File: src/rtl/taxi_eth_phy_baser_rx_sync_if.sv
`default_nettype none
// ============================================================================
// Module      : taxi_eth_phy_baser_rx_sync_if
// Description : Signal bundle between the SERDES header path, the BASE-R
//               receive block-sync/BER monitor and the RX decoder.
// Revision    : 1.0 - initial release
// ============================================================================
interface taxi_eth_phy_baser_rx_sync_if #(
  parameter int HDR_W = 2
);
  logic [HDR_W-1:0] serdes_rx_hdr;
  logic             serdes_rx_hdr_valid;
  logic             serdes_rx_bitslip;
  logic             serdes_rx_reset_req;
  logic             rx_block_lock;
  logic             rx_high_ber;
  logic             rx_status;
  logic [6:0]       rx_error_count;
  logic             rx_bad_block;

  // Environment side: supplies headers and decoder feedback, observes status
  modport master (
    output serdes_rx_hdr,
    output serdes_rx_hdr_valid,
    output rx_bad_block,
    input  serdes_rx_bitslip,
    input  serdes_rx_reset_req,
    input  rx_block_lock,
    input  rx_high_ber,
    input  rx_status,
    input  rx_error_count
  );

  // Sync block side
  modport slave (
    input  serdes_rx_hdr,
    input  serdes_rx_hdr_valid,
    input  rx_bad_block,
    output serdes_rx_bitslip,
    output serdes_rx_reset_req,
    output rx_block_lock,
    output rx_high_ber,
    output rx_status,
    output rx_error_count
  );
endinterface
`default_nettype wire

File: src/rtl/taxi_eth_phy_baser_rx_sync.sv
`default_nettype none
// ============================================================================
// Module      : taxi_eth_phy_baser_rx_sync
// Description : 64b/66b receive block lock, bitslip control, BER monitor,
//               link status, saturating error counter and SERDES reset
//               watchdog for BASE-R PHYs with 32- or 64-bit SERDES paths.
// Revision    : 1.0 - initial release
// ============================================================================
module taxi_eth_phy_baser_rx_sync #(
  parameter int HDR_W               = 2,
  parameter int LOCK_CNT            = 64,
  parameter int WIN_CNT             = 1024,
  parameter int INVLD_MAX           = 65,
  parameter int BITSLIP_HIGH_CYCLES = 0,
  parameter int BITSLIP_LOW_CYCLES  = 7,
  parameter int COUNT_125US         = 19531,
  parameter int BER_MAX             = 16,
  parameter int RESET_TIMEOUT       = 2**20
) (
  input wire clk,
  input wire rst,
  taxi_eth_phy_baser_rx_sync_if.slave rx_if
);

  localparam int LOCK_W   = (LOCK_CNT > 1) ? $clog2(LOCK_CNT) : 1;
  localparam int SLIP_MAX = (BITSLIP_HIGH_CYCLES > BITSLIP_LOW_CYCLES) ?
                            BITSLIP_HIGH_CYCLES : BITSLIP_LOW_CYCLES;
  localparam int SLIP_W   = (SLIP_MAX > 0) ? $clog2(SLIP_MAX + 1) : 1;
  localparam int WIN_W    = (WIN_CNT > 1) ? $clog2(WIN_CNT) : 1;
  localparam int INV_W    = $clog2(INVLD_MAX + 1);
  localparam int TIME_W   = (COUNT_125US > 1) ? $clog2(COUNT_125US) : 1;
  localparam int BER_W    = $clog2(BER_MAX + 1);
  localparam int WD_W     = (RESET_TIMEOUT > 1) ? $clog2(RESET_TIMEOUT) : 1;

  // The header decode below only makes sense for a 2-bit sync header
  if (HDR_W != 2) begin : g_hdr_w_check
    $error("taxi_eth_phy_baser_rx_sync: HDR_W must be 2");
  end

  typedef enum logic [1:0] {
    ST_HUNT   = 2'd0,
    ST_SLIP   = 2'd1,
    ST_HOLD   = 2'd2,
    ST_LOCKED = 2'd3
  } state_t;

  state_t              state_q;
  logic [LOCK_W-1:0]   lock_cnt_q;
  logic [SLIP_W-1:0]   slip_cnt_q;
  logic [WIN_W-1:0]    win_cnt_q;
  logic [INV_W-1:0]    invld_cnt_q;
  logic                bitslip_q;
  logic                block_lock_q;

  logic [TIME_W-1:0]   time_cnt_q;
  logic [BER_W-1:0]    ber_cnt_q;
  logic                high_ber_q;
  logic                status_q;
  logic                clean_q;
  logic [6:0]          err_cnt_q;
  logic [6:0]          err_count_q;
  logic [WD_W-1:0]     wd_cnt_q;
  logic                reset_req_q;

  logic                hdr_ok_w;
  logic                hdr_bad_w;
  logic                win_end_w;
  logic [BER_W-1:0]    ber_inc_w;
  logic                high_ber_d;
  logic                link_ok_w;
  logic [7:0]          err_sum_w;
  logic [6:0]          err_sat_w;

  // Unqualified cycles (hdr_valid low) are neither valid nor invalid
  assign hdr_ok_w  = rx_if.serdes_rx_hdr_valid &&
                     (rx_if.serdes_rx_hdr == 2'b01 || rx_if.serdes_rx_hdr == 2'b10);
  assign hdr_bad_w = rx_if.serdes_rx_hdr_valid && !hdr_ok_w;

  // BER window closes on the last timer cycle, only while locked
  assign win_end_w = block_lock_q && (time_cnt_q == TIME_W'(COUNT_125US - 1));
  assign link_ok_w = block_lock_q && !high_ber_q;

  // Next BER count (saturating) and next high-BER flag, shared by status logic
  always_comb begin
    ber_inc_w = ber_cnt_q;
    if (hdr_bad_w && ber_cnt_q != BER_W'(BER_MAX)) begin
      ber_inc_w = ber_cnt_q + 1'b1;
    end
    high_ber_d = high_ber_q;
    if (!block_lock_q) begin
      high_ber_d = 1'b1;
    end else if (win_end_w) begin
      high_ber_d = (ber_inc_w == BER_W'(BER_MAX));
    end else if (ber_inc_w == BER_W'(BER_MAX)) begin
      high_ber_d = 1'b1;
    end
  end

  // Error increment: +1 for an invalid header, +1 for a bad block, saturate at 127
  always_comb begin
    err_sum_w = 8'(err_cnt_q) + 8'(hdr_bad_w) + 8'(rx_if.rx_bad_block);
    err_sat_w = err_sum_w[7] ? 7'd127 : err_sum_w[6:0];
  end

  // Block-lock state machine: hunt, slip pulse, hold-off, windowed lock loss
  always_ff @(posedge clk) begin
    if (rst) begin
      state_q      <= ST_HUNT;
      lock_cnt_q   <= '0;
      slip_cnt_q   <= '0;
      win_cnt_q    <= '0;
      invld_cnt_q  <= '0;
      bitslip_q    <= 1'b0;
      block_lock_q <= 1'b0;
    end else begin
      unique case (state_q)
        ST_HUNT: begin
          if (hdr_ok_w) begin
            if (lock_cnt_q == LOCK_W'(LOCK_CNT - 1)) begin
              state_q      <= ST_LOCKED;
              lock_cnt_q   <= '0;
              block_lock_q <= 1'b1;
              win_cnt_q    <= '0;
              invld_cnt_q  <= '0;
            end else begin
              lock_cnt_q <= lock_cnt_q + 1'b1;
            end
          end else if (hdr_bad_w) begin
            state_q    <= ST_SLIP;
            lock_cnt_q <= '0;
            slip_cnt_q <= '0;
            bitslip_q  <= 1'b1;
          end
        end
        ST_SLIP: begin
          if (slip_cnt_q == SLIP_W'(BITSLIP_HIGH_CYCLES)) begin
            bitslip_q  <= 1'b0;
            slip_cnt_q <= '0;
            state_q    <= (BITSLIP_LOW_CYCLES == 0) ? ST_HUNT : ST_HOLD;
          end else begin
            slip_cnt_q <= slip_cnt_q + 1'b1;
          end
        end
        ST_HOLD: begin
          // Headers ignored here while the SERDES settles after the slip
          if (slip_cnt_q == SLIP_W'(BITSLIP_LOW_CYCLES - 1)) begin
            slip_cnt_q <= '0;
            state_q    <= ST_HUNT;
          end else begin
            slip_cnt_q <= slip_cnt_q + 1'b1;
          end
        end
        ST_LOCKED: begin
          // Loss of lock wins over the window wrap on the same header
          if (hdr_bad_w && invld_cnt_q == INV_W'(INVLD_MAX - 1)) begin
            state_q      <= ST_SLIP;
            block_lock_q <= 1'b0;
            bitslip_q    <= 1'b1;
            slip_cnt_q   <= '0;
            win_cnt_q    <= '0;
            invld_cnt_q  <= '0;
          end else if (rx_if.serdes_rx_hdr_valid) begin
            if (win_cnt_q == WIN_W'(WIN_CNT - 1)) begin
              win_cnt_q   <= '0;
              invld_cnt_q <= '0;
            end else begin
              win_cnt_q <= win_cnt_q + 1'b1;
              if (hdr_bad_w) begin
                invld_cnt_q <= invld_cnt_q + 1'b1;
              end
            end
          end
        end
        default: begin
          state_q <= ST_HUNT;
        end
      endcase
    end
  end

  // BER timer and invalid-header counter, held cleared while unlocked
  always_ff @(posedge clk) begin
    if (rst) begin
      time_cnt_q <= '0;
      ber_cnt_q  <= '0;
      high_ber_q <= 1'b0;
    end else begin
      high_ber_q <= high_ber_d;
      if (!block_lock_q || win_end_w) begin
        time_cnt_q <= '0;
        ber_cnt_q  <= '0;
      end else begin
        time_cnt_q <= time_cnt_q + 1'b1;
        ber_cnt_q  <= ber_inc_w;
      end
    end
  end

  // Link status: needs one whole BER window of lock without high BER
  always_ff @(posedge clk) begin
    if (rst) begin
      status_q <= 1'b0;
      clean_q  <= 1'b0;
    end else begin
      if (!link_ok_w) begin
        status_q <= 1'b0;
      end else if (win_end_w) begin
        status_q <= clean_q && !high_ber_d;
      end
      if (win_end_w) begin
        clean_q <= 1'b1;
      end else if (!link_ok_w) begin
        clean_q <= 1'b0;
      end
    end
  end

  // Error counter, published once per BER window
  always_ff @(posedge clk) begin
    if (rst) begin
      err_cnt_q   <= '0;
      err_count_q <= '0;
    end else if (!block_lock_q) begin
      err_cnt_q   <= '0;
      err_count_q <= '0;
    end else if (win_end_w) begin
      err_count_q <= err_sat_w;
      err_cnt_q   <= '0;
    end else begin
      err_cnt_q <= err_sat_w;
    end
  end

  // SERDES reset watchdog: periodic one-cycle request while unlocked
  always_ff @(posedge clk) begin
    if (rst || block_lock_q) begin
      wd_cnt_q    <= '0;
      reset_req_q <= 1'b0;
    end else if (wd_cnt_q == WD_W'(RESET_TIMEOUT - 1)) begin
      wd_cnt_q    <= '0;
      reset_req_q <= 1'b1;
    end else begin
      wd_cnt_q    <= wd_cnt_q + 1'b1;
      reset_req_q <= 1'b0;
    end
  end

  assign rx_if.serdes_rx_bitslip   = bitslip_q;
  assign rx_if.serdes_rx_reset_req = reset_req_q;
  assign rx_if.rx_block_lock       = block_lock_q;
  assign rx_if.rx_high_ber         = high_ber_q;
  assign rx_if.rx_status           = status_q;
  assign rx_if.rx_error_count      = err_count_q;

endmodule
`default_nettype wire

File: src/flat_wrapper.sv
// flat-port wrapper written by rule: the top's interface ports become plain ports
module taxi_eth_phy_baser_rx_sync_flat 
#(
  parameter int HDR_W               = 2,
  parameter int LOCK_CNT            = 64,
  parameter int WIN_CNT             = 1024,
  parameter int INVLD_MAX           = 65,
  parameter int BITSLIP_HIGH_CYCLES = 0,
  parameter int BITSLIP_LOW_CYCLES  = 7,
  parameter int COUNT_125US         = 19531,
  parameter int BER_MAX             = 16,
  parameter int RESET_TIMEOUT       = 2**20
)
  (clk, rst, rx_if_serdes_rx_hdr, rx_if_serdes_rx_hdr_valid, rx_if_rx_bad_block, rx_if_serdes_rx_bitslip, rx_if_serdes_rx_reset_req, rx_if_rx_block_lock, rx_if_rx_high_ber, rx_if_rx_status, rx_if_rx_error_count);
  taxi_eth_phy_baser_rx_sync_if #(.HDR_W(HDR_W)) rx_if_i ();
  input wire clk;
  input wire rst;
  input wire logic [$bits(rx_if_i.serdes_rx_hdr)-1:0] rx_if_serdes_rx_hdr;
  input wire logic [$bits(rx_if_i.serdes_rx_hdr_valid)-1:0] rx_if_serdes_rx_hdr_valid;
  input wire logic [$bits(rx_if_i.rx_bad_block)-1:0] rx_if_rx_bad_block;
  output wire logic [$bits(rx_if_i.serdes_rx_bitslip)-1:0] rx_if_serdes_rx_bitslip;
  output wire logic [$bits(rx_if_i.serdes_rx_reset_req)-1:0] rx_if_serdes_rx_reset_req;
  output wire logic [$bits(rx_if_i.rx_block_lock)-1:0] rx_if_rx_block_lock;
  output wire logic [$bits(rx_if_i.rx_high_ber)-1:0] rx_if_rx_high_ber;
  output wire logic [$bits(rx_if_i.rx_status)-1:0] rx_if_rx_status;
  output wire logic [$bits(rx_if_i.rx_error_count)-1:0] rx_if_rx_error_count;
  assign rx_if_i.serdes_rx_hdr = rx_if_serdes_rx_hdr;
  assign rx_if_i.serdes_rx_hdr_valid = rx_if_serdes_rx_hdr_valid;
  assign rx_if_i.rx_bad_block = rx_if_rx_bad_block;
  assign rx_if_serdes_rx_bitslip = rx_if_i.serdes_rx_bitslip;
  assign rx_if_serdes_rx_reset_req = rx_if_i.serdes_rx_reset_req;
  assign rx_if_rx_block_lock = rx_if_i.rx_block_lock;
  assign rx_if_rx_high_ber = rx_if_i.rx_high_ber;
  assign rx_if_rx_status = rx_if_i.rx_status;
  assign rx_if_rx_error_count = rx_if_i.rx_error_count;
  taxi_eth_phy_baser_rx_sync #(.HDR_W(HDR_W), .LOCK_CNT(LOCK_CNT), .WIN_CNT(WIN_CNT), .INVLD_MAX(INVLD_MAX), .BITSLIP_HIGH_CYCLES(BITSLIP_HIGH_CYCLES), .BITSLIP_LOW_CYCLES(BITSLIP_LOW_CYCLES), .COUNT_125US(COUNT_125US), .BER_MAX(BER_MAX), .RESET_TIMEOUT(RESET_TIMEOUT)) u_core (.clk(clk), .rst(rst), .rx_if(rx_if_i));
endmodule
File: config.mk
export PLATFORM = sky130hd
export DESIGN_NAME = taxi_eth_phy_baser_rx_sync_flat
export DESIGN_NICKNAME = d
export VERILOG_FILES = /design/src/rtl/taxi_eth_phy_baser_rx_sync_if.sv /design/src/rtl/taxi_eth_phy_baser_rx_sync.sv /design/src/flat_wrapper.sv
export SDC_FILE = /design/constraint.sdc
export NUM_CORES = 1
export LEC_CHECK = 0
export ABC_AREA = 1
export CORE_MARGIN = 10
export CORE_UTILIZATION = 45
export CTS_BUF_LIST = sky130_fd_sc_hd__clkbuf_8
export CTS_CLUSTER_SIZE = 16
export DETAILED_ROUTE_END_ITERATION = 16
export HOLD_SLACK_MARGIN = 0.12
export SYNTH_ARGS = -nofsm -noshare
export SYNTH_HDL_FRONTEND = slang
export SYNTH_SLANG_ARGS = --single-unit
File: constraint.sdc
create_clock -name clk -period 5.05 [get_ports clk]
set_clock_uncertainty 0.2 [all_clocks]
set_input_delay 0.7575 -clock clk [delete_from_list [all_inputs] [get_ports clk]]
set_output_delay 0.7575 -clock clk [all_outputs]
set_load 0.05 [all_outputs]
==> results of run 1 <==
## report_power, final
part / internal [mW] / switching (mW) / total [mW]
logic: 0.175 / 0.368 / 0.543
registers: 0.761 / 0.0634 / 0.824
clock network: 0.236 / 0.235 / 0.470
## state kept, by name (all words and copies together), names as in the netlist, 2 cells and up
name,flops
u_core.invld_cnt_q,7
u_core.err_cnt_q,7
u_core.time_cnt_q,15
u_core.state_q,2
u_core.wd_cnt_q,20
u_core.lock_cnt_q,6
u_core.slip_cnt_q,3
u_core.win_cnt_q,10
u_core.rx_if.rx_error_count,7
u_core.ber_cnt_q,5
## through the flow
step	cell area, sq um	hold slack (ps)	std cells
2_1_floorplan	4580	227	633
3_3_place_gp	4890	238	778
3_5_place_dp	4890	253	778
4_1_cts	5080	269	793
5_1_grt	5080	292	793
6_report	5080	263	793
## Yosys cell counts (all sizes together), types with 2 or more instances
master	number	area share, %
a211oi	2	0.33
a21oi	46	5.4
buf	4	0.55
clkbuf	2	0.19
dfxtp	88	38
ha	18	4.9
inv	85	7.1
nand2	137	13
nand3	37	4.4
nand4	11	1.8
nor2	108	9.6
nor3	22	3.2
nor3b	2	0.33
o211ai	2	0.33
o21a	3	0.49
o21ai	30	3.6
o22ai	2	0.27
or2	8	1.1
xnor2	2	0.38
xor2	15	2.9
## worst reg2reg max path, delay by kind of cell (launching register included)
kind	cells	cell delay, ps
buf+inv	2	510
flops	1	410
simple gates	4	1230
## layout make-up
cell class | instances | area [sq um]
sequential | 88 | 1760
fill | 979 | 4790
inverter | 86 | 333
timing repair buffer | 18 | 178
clock buffer | 10 | 138
tap | 133 | 166
multi-input combinational | 453 | 2450
clock inverter | 5 | 50.0
## metal layers
metal	wire (microns)	share of wire, %
met3	317	3.5
met2	4080	45
met4	74	0.81
met5	0	0
met1	4650	51
## placed cells by master (no fill, tap or decap), drive strengths merged
cell type and n:
o211ai 2, nor3 22, buf 1, nand3b 1, and3 1, clkinvlp 1
or2 8, o21ai 30, clkinv 2, a211oi 2, o21a 3, o21bai 1
dfxtp 88, nor3b 2, inv 87, fa 1, nor2 108, a221oi 1
clkdlybuf4s50 17, bufinv 1, o31ai 1, nor4 1, nand4 11, a21oi 46
nand2 137, a31oi 1, xor2 15, ha 18, xnor2 2, clkbuf 10
nand3 37, o22ai 2
## worst paths after layout
| path | startpoint | to | slack (ps) | depth (start not counted) |
|---|---|---|---|---|
| setup / recovery | rx_if_serdes_rx_hdr[0] | u_core.rx_if.rx_error_count[6]$_SDFFE_PP0P_ | 2140 | 14 |
| hold / removal | u_core.time_cnt_q[0]$_SDFF_PP0_ | u_core.time_cnt_q[0]$_SDFF_PP0_ | 260 | 1 |
| setup reg to reg | u_core.rx_if.rx_block_lock$_SDFFE_PP0P_ | u_core.time_cnt_q[8]$_SDFF_PP0_ | 2630 | 6 |
| hold reg to reg | u_core.time_cnt_q[0]$_SDFF_PP0_ | u_core.time_cnt_q[0]$_SDFF_PP0_ | 260 | 1 |
## logic make-up (layout without fill, tap and decap cells)
family                   count (synthesis)  after routing  share of synthesized area (%)
AO/OA/AOI/OAI                           89             89                           11.2
AND/OR/NAND/NOR                        328            328                           33.7
adder cells (fa/ha/maj)                 19             19                           5.36
XOR/XNOR                                17             17                           3.25
flip-flops                              88             88                           38.5
buffers and inverters                   92            119                           8.01
==> impl_metrics.csv, run 1 <==
group,metric,value,unit
setup_path,cp.required,5050,ps
global_routing,grt_max_degree,23,
die,core-area,9860,sq um
yosys,yosysUniqueCellTypes,49,
clock_tree,cts.repair.resized,0,
die,initial_core_util,46.4,%
sta,fin_crit_sh,57.6,%
global_routing,grtUsageMet3,3.26,%
die,io_pins,18,
setup_path,cp-start-kind,"input pin",
die,die_w,121,microns
global_routing,grt.busiest_layer,"met2",
clock_tree,cts_buffer_depth,2,
die,die_h,121,microns
drt,routedWlPerCell,11.5,microns
sta,setup_viol,0,
layout,finalCoreUtilization,51.5,%
setup_path,max_stage_delay,500,ps
power_and_ir_drop,p_per_area,362,nW/um^2
global_routing,grt_pass1_vias,3757,
yosys,synth-edff-count,0,
place,place_congestion,0.806,
place,dp_slack,1780,ps
yosys,ys_seq_area_share,38.5,%
clock_tree,clk_latency,340,ps
setup_path,cp_data_arrival_time,2910,ps
worst_hold_path,holdCritPathClass,"flop to flop",
clock_tree,htreeDepth,3,
place,hpwl,6.88,mm
yosys,synthCells,633,
clock_tree,cts_setup_buffers,0,
power_and_ir_drop,p_total,1.84,mW
sta,rsz0062_at_grt,"false",
setup_path,path_class,"input pin to flop",
setup_path,cp-end-kind,"flop",
sta,finalHoldViolCount,0,
global_routing,met1_usage,17.3,%
die,die_area,14600,sq um
setup_path,crit_chain,"clkdlybuf4s50_1 -> inv_1 -> nand2_1 -> nand2_2 -> nor2_1 -> fa_1 -> ha_1 -> nand2_1 -> nor2_1 -> inv_1 -> nor2_1 -> nand2_1 -> o21ai_0 -> a21oi_1",
sta,fmax,344,MHz
layout,area_delta_synth_final,10.9,%
sta,relSlewSlack,47.0,%
sta,fin_tns_setup,0,ps
clock_tree,cts_tree,"built",
yosys,syn-num-nets,658,
setup_path,worst-path-buf-inv,3,
setup_path,worst_path_max_delay_cell,"clkdlybuf4s50_1",
global_routing,grt.total_usage,13.6,%
drt,first_pass_iters,4,
layout,drive_above_1_share,9.70,%
yosys,syn-cell-area,4580,sq um
drt,ant_nets,0,
drt,wl,9.13,mm
yosys,ys.flop_type,"dfxtp_1",
status,outcome,"finished clean",
drt,vias,3871,
sta,worst_slew_pin_slew,793,ps
global_routing,grt_pass1_wl,16.8,mm
sta,layout_setup_ws,2140,ps
yosys,ys_ff_latch,88,
yosys,yosysWarnings,0,
die,row_count,36,
clock_tree,cts_hold_buf,0,
layout,diodes,0,
power_and_ir_drop,p_leak,2.02,nW
yosys,synth_area_per_cell,7.23,sq um
global_routing,antenna_found_initial,0,
clock_tree,numCtsBuffers,9,
power_and_ir_drop,ir_drop,0.000172,V
global_routing,grt_overflow_total,0,
clock_tree,clock-sinks,88,
layout,final_nets,681,
yosys,synthArstFlopShare,0,%
drt,drcViolationCount,0,
global_routing,met2_usage,22.1,%
drt,drt_iter0_drc,224,
setup_path,crit_fanout,6,
place,port_buffers,17,
job,cap_viol_max_count,0,
sta,period_needed,2910,ps
clock_tree,cts-root-buf,"clkbuf_8",
sta,drv_slew,0,
clock_tree,path_clk_slew,80,ps
drt,viasPerCell,4.88,
setup_path,critPathTopFamily,"simple AND/OR/NAND/NOR gates",
(Power assumes the default switching activity.)
==> run 2, diff against run 1 <==
==> constraint.sdc (replaced) <==
create_clock -name clk -period 2.7 [get_ports clk]
set_clock_uncertainty 0.2 [all_clocks]
set_input_delay 0.405 -clock clk [delete_from_list [all_inputs] [get_ports clk]]
set_output_delay 0.405 -clock clk [all_outputs]
set_load 0.05 [all_outputs]
==> impl_metrics.csv, run 2 (synthesis results as in run 1) <==
group,metric,value,unit
drt,first_pass_iters,4,
layout,n_fill_cell,955,
job,cap_viol_max_count,0,
layout,largest-register,"u_core.wd_cnt_q",
power_and_ir_drop,p_switching,1.25,mW
worst_hold_path,holdCritPathClass,"flop to flop",
clock_tree,cts_setup_buffers,0,
layout,drive_above_1_share,10.8,%
power_and_ir_drop,power.share.clock,28.0,%
setup_path,path_class,"input pin to flop",
layout,reg.largest.list,"u_core.wd_cnt_q x20, u_core.time_cnt_q x15, u_core.win_cnt_q x10",
drt,drcViolationCount,0,
clock_tree,numCtsBuffers,9,
global_routing,grt.total_usage,13.5,%
layout,largest_register_ffs,20,
place,placedCellCount,785,
setup_path,crit_chain,"clkdlybuf4s50_1 -> inv_1 -> nand2_1 -> nand2_2 -> nor2_1 -> fa_1 -> nand3_1 -> nor2_1 -> inv_1 -> nor2_1 -> nor2_1 -> a21oi_1",
die,row_count,36,
sta,rsz0062_at_grt,"false",
drt,ant_nets,0,
setup_path,cp-start-kind,"input pin",
place,place_congestion,0.835,
die,die_h,121,microns
setup_path,cp_data_arrival_time,2470,ps
setup_path,cp.required,2790,ps
clock_tree,cts-root-buf,"clkbuf_8",
layout,layout.cells.non_filler,800,
global_routing,grt_pass1_wl,16.5,mm
setup_path,crit_fanout,4,
power_and_ir_drop,p_per_area,694,nW/um^2
layout,final_nets,688,
clock_tree,clock-sinks,88,
die,initial_core_util,46.4,%
sta,relSlewSlack,64.9,%
die,io_pins,18,
setup_path,endpoint,"u_core.rx_if.rx_error_count[0]$_SDFFE_PP0P_",
layout,final_common_cell,"nand2_1",
sta,worst_slew_pin_slew,524,ps
global_routing,grt_pass1_vias,3727,
sta,period_needed,2380,ps
setup_path,reg2reg_from,"u_core.wd_cnt_q[0]$_SDFF_PP0_",
power_and_ir_drop,p_total,3.58,mW
sta,setup_viol,0,
clock_tree,cts_hold_buf,0,
global_routing,grt_max_degree,19,
clock_tree,htreeDepth,3,
global_routing,grt_overflow_total,0,
clock_tree,path_clk_slew,80,ps
power_and_ir_drop,p_sw_share,35.0,%
clock_tree,clk_latency,350,ps
clock_tree,cts_tree,"built",
die,core-area,9860,sq um
clock_tree,cts.repair.resized,0,
place,placed_cell_area,4940,sq um
die,die_area,14600,sq um
setup_path,reg2reg_slack,640,ps
sta,finalHoldViolCount,0,
clock_tree,cts_buffer_depth,2,
setup_path,timing.rr.end,"u_core.wd_cnt_q[11]$_SDFF_PP0_",
status,outcome,"finished clean",
power_and_ir_drop,ir_drop,0.000294,V
sta,fmax,420,MHz
global_routing,antenna_found_initial,0,
layout,diodes,0,
layout,fin_area,5160,sq um
place,hpwl,7.13,mm
drt,wl_met3,333,microns
power_and_ir_drop,seqPwrFrac,43.2,%
drt,met1_length,4.68,mm
drt,met2WireLength,4.21,mm
die,die_w,121,microns
layout,area_delta_synth_final,12.7,%
drt,wl,9.39,mm
layout,layout_common_cells,"123 x nand2_1, 99 x nor2_1, 88 x dfxtp_1",
setup_path,cp-end-kind,"flop",
sta,fin_crit_sh,88.3,%
power_and_ir_drop,p_int,2.33,mW
power_and_ir_drop,p_leak,2.07,nW
place,port_buffers,17,
drt,routedWlPerCell,11.7,microns
drt,viasPerCell,4.87,
setup_path,r2r_cells,8,
setup_path,max_stage_delay,510,ps
drt,drt_iter0_drc,220,
setup_path,path_common_cell,"nor2_1",
power_and_ir_drop,power_frac_comb,28.8,%
drt,maxUsedRoutingLayer,"met4",
setup_path,cp-startpoint,"rx_if_serdes_rx_hdr[0]",
drt,vias,3898,
setup_path,worst_path_max_delay_cell,"clkdlybuf4s50_1",
sta,drv_slew,0,
==> run 2: cell type report <==
type | count | area (sq um) | area share (%)
tap | 133 | 166 | 3.22
timing repair buffer | 25 | 230 | 4.46
clock inverter | 4 | 68.8 | 1.33
multi-input combinational | 453 | 2450 | 47.5
inverter | 86 | 333 | 6.45
clock buffer | 11 | 151 | 2.93
sequential | 88 | 1760 | 34.1
==> run 2: worst min-delay path by stage <==
stage | from | endpoint | cells after the start
CTS | u_core.win_cnt_q[9]$_SDFFE_PP0P_ | u_core.win_cnt_q[9]$_SDFFE_PP0P_ | 2
finish | u_core.win_cnt_q[9]$_SDFFE_PP0P_ | u_core.win_cnt_q[9]$_SDFFE_PP0P_ | 2
global route | u_core.time_cnt_q[0]$_SDFF_PP0_ | u_core.time_cnt_q[0]$_SDFF_PP0_ | 1
global placement | u_core.win_cnt_q[9]$_SDFFE_PP0P_ | u_core.win_cnt_q[9]$_SDFFE_PP0P_ | 2
detailed placement | u_core.win_cnt_q[9]$_SDFFE_PP0P_ | u_core.win_cnt_q[9]$_SDFFE_PP0P_ | 2
floorplan | u_core.win_cnt_q[9]$_SDFFE_PP0P_ | u_core.win_cnt_q[9]$_SDFFE_PP0P_ | 2
==> run 2: critical path, delay by kind of cell <==
family / cells / cell delay (ps)
AO/OA/AOI/OAI: 1 / 150
adder cells (fa/ha/maj): 1 / 250
buffers and inverters: 3 / 650
AND/OR/NAND/NOR: 7 / 1010
==> run 2: layer usage <==
metal | vias to the layer above | GRT usage, %
li1 | 2090 | -
met1 | 1753 | 16.9
met2 | 44 | 21.4
met3 | 11 | 3.30
met4 | 0 | 6.03
met5 | - | 0
==> run 2: power by group through the flow <==
| stage | Clock (mW) | Combinational [mW] | Sequential, mW |
|---|---|---|---|
| 6_report | 1.00 | 1.03 | 1.55 |
| 5_1_grt | 1.09 | 1.18 | 1.57 |
| 2_1_floorplan | 0 | 0.752 | 1.60 |
| 3_3_place_gp | 0 | 1.02 | 1.57 |
| 4_1_cts | 1.03 | 1.04 | 1.55 |
| 3_5_place_dp | 0 | 1.03 | 1.58 |
==> run 2: per-stage QoR <==
step	util (%)	setup slack [ps]	hold WS (ps)	setup TNS (ps)
2_1_floorplan	-	527	227	0
3_3_place_gp	50.1	37.9	245	0
6_report	52.3	317	260	0
3_5_place_dp	50.1	-74.1	249	-322
4_1_cts	52.3	314	261	0
5_1_grt	52.3	137	290	0
==> run 3, diff against run 2 <==
--- a/config.mk
+++ b/config.mk
@@ -12,6 +12,7 @@
 export CTS_CLUSTER_SIZE = 16
 export DETAILED_ROUTE_END_ITERATION = 16
 export HOLD_SLACK_MARGIN = 0.12
+export PLACE_DENSITY = 0.63
 export SYNTH_ARGS = -nofsm -noshare
 export SYNTH_HDL_FRONTEND = slang
 export SYNTH_SLANG_ARGS = --single-unit
==> impl_metrics.csv, run 3 (synthesis results as in run 1) <==
group,metric,value,unit
status,outcome,"finished clean",
die,core-area,9860,sq um
drt,first_pass_iters,5,
die,io_pins,18,
place,place_congestion,0.841,
global_routing,grt_pass1_wl,16.9,mm
drt,wl,9.57,mm
die,die_w,121,microns
power_and_ir_drop,p_per_area,692,nW/um^2
layout,diodes,0,
place,hpwl,7.14,mm
drt,drcViolationCount,0,
layout,reg.largest.list,"u_core.wd_cnt_q x20, u_core.time_cnt_q x15, u_core.win_cnt_q x10",
clock_tree,cts_hold_buf,0,
layout,final_common_cell,"nand2_1",
layout,fin_area,5150,sq um
clock_tree,cts_setup_buffers,0,
die,initial_core_util,46.4,%
sta,worst_slew_pin_slew,531,ps
layout,largest_register_ffs,20,
sta,fin_tns_setup,0,ps
setup_path,cp_data_arrival_time,2400,ps
global_routing,antenna_found_initial,0,
global_routing,grt_overflow_total,0,
power_and_ir_drop,ir_drop,0.000492,V
sta,period_needed,2350,ps
layout,largest-register,"u_core.wd_cnt_q",
clock_tree,numCtsBuffers,9,
setup_path,path_class,"input pin to flop",
sta,fin_crit_sh,87.1,%
die,die_h,121,microns
setup_path,cp.required,2740,ps
layout,drive_above_1_share,10.8,%
drt,vias,3915,
setup_path,crit_chain,"clkdlybuf4s50_1 -> inv_1 -> nand2_1 -> nand2_2 -> nor2_1 -> fa_1 -> ha_1 -> nand2_1 -> nor2_1 -> inv_1 -> nor2_1 -> nand2_1 -> o21ai_0 -> a21oi_1",
die,die_area,14600,sq um
clock_tree,htreeDepth,3,
setup_path,cp-start-kind,"input pin",
sta,layout_setup_ws,348,ps
setup_path,reg2reg_slack,600,ps
clock_tree,clk_latency,370,ps
layout,final_nets,689,
sta,fmax,425,MHz
layout,area_delta_synth_final,12.5,%
place,port_buffers,17,
drt,viasPerCell,4.89,
clock_tree,clock-sinks,88,
worst_hold_path,holdCritPathClass,"flop to flop",
setup_path,cp-end-kind,"flop",
clock_tree,cts_tree,"built",
sta,relSlewSlack,64.5,%
setup_path,worst_path_max_delay_cell,"clkdlybuf4s50_1",
clock_tree,cts_buffer_depth,2,
die,row_count,36,
power_and_ir_drop,p_leak,2.07,nW
setup_path,worst-path-buf-inv,3,
setup_path,crit_fanout,3,
drt,ant_nets,0,
global_routing,grt_max_degree,19,
sta,drv_slew,0,
place,dp_slack,-22.5,ps
sta,hold_ws,262,ps
layout,finalCoreUtilization,52.2,%
layout,layout_common_cells,"123 x nand2_1, 99 x nor2_1, 88 x dfxtp_1",
sta,setup_viol,0,
drt,routedWlPerCell,11.9,microns
clock_tree,cts-root-buf,"clkbuf_8",
clock_tree,cts.repair.resized,0,
global_routing,grt_pass1_vias,3886,
setup_path,critPathTopFamily,"simple AND/OR/NAND/NOR gates",
job,cap_viol_max_count,0,
global_routing,grt.total_usage,13.9,%
sta,rsz0062_at_grt,"false",
sta,finalHoldViolCount,0,
place,placed_cell_area,4950,sq um
setup_path,max_stage_delay,510,ps
clock_tree,path_clk_slew,90,ps
drt,drt_iter0_drc,208,
-- run 3: cell types whose count changed in the layout (fill, tap and decap cells not counted) --
cell,before,now
inv_1,81,82
clkbuf_8,11,9
buf_4,8,9
clkinv_2,1,2
-- run 3: metrics by stage --
stage               total power [mW]  instances
floorplan                       2.35        633
global placement                2.59        786
detailed placement              2.61        786
CTS                             3.60        801
global route                    3.81        801
finish                          3.56        801
-- run 3: final cells by class --
cell class                      instances  area, sq um
Clock buffer                            9          124
Fill cell                             961         4710
Clock inverter                          6         77.6
Tap cell                              133          166
Timing Repair Buffer                   26          238
Multi-Input combinational cell        453         2450
Inverter                               86          333
Sequential cell                        88         1760
-- run 3: path summary, 6_finish.rpt --
kind                                  startpoint                                          end  cells after the start
setup / recovery          rx_if_serdes_rx_hdr[0]  u_core.rx_if.rx_error_count[6]$_SDFFE_PP0P_                     14
hold / removal    u_core.wd_cnt_q[19]$_SDFF_PP0_               u_core.wd_cnt_q[19]$_SDFF_PP0_                      2
setup reg to reg   u_core.wd_cnt_q[0]$_SDFF_PP0_               u_core.wd_cnt_q[12]$_SDFF_PP0_                      8
hold reg to reg   u_core.wd_cnt_q[19]$_SDFF_PP0_               u_core.wd_cnt_q[19]$_SDFF_PP0_                      2
-- run 3: worst min-delay path, stage by stage (launching register included) --
cell and delay, ps:
dfxtp_1 320, nand2_1 60, a21oi_1 50
-- run 3: power by group --
group          switching (mW)  internal [mW]  leakage (nW)
clock network           0.466          0.507         0.111
logic                   0.694          0.346          1.25
registers               0.129           1.42         0.712
total                    1.29           2.27          2.07
-- run 3: per-layer routing --
metal  vias to the layer above  GRT usage, %  wire (microns)
met4                         0          5.88             178
met5                         -             0               0
met2                        41          22.7            4260
met3                        15          4.56             473
li1                       2090             -               -
met1                      1769          16.4            4660
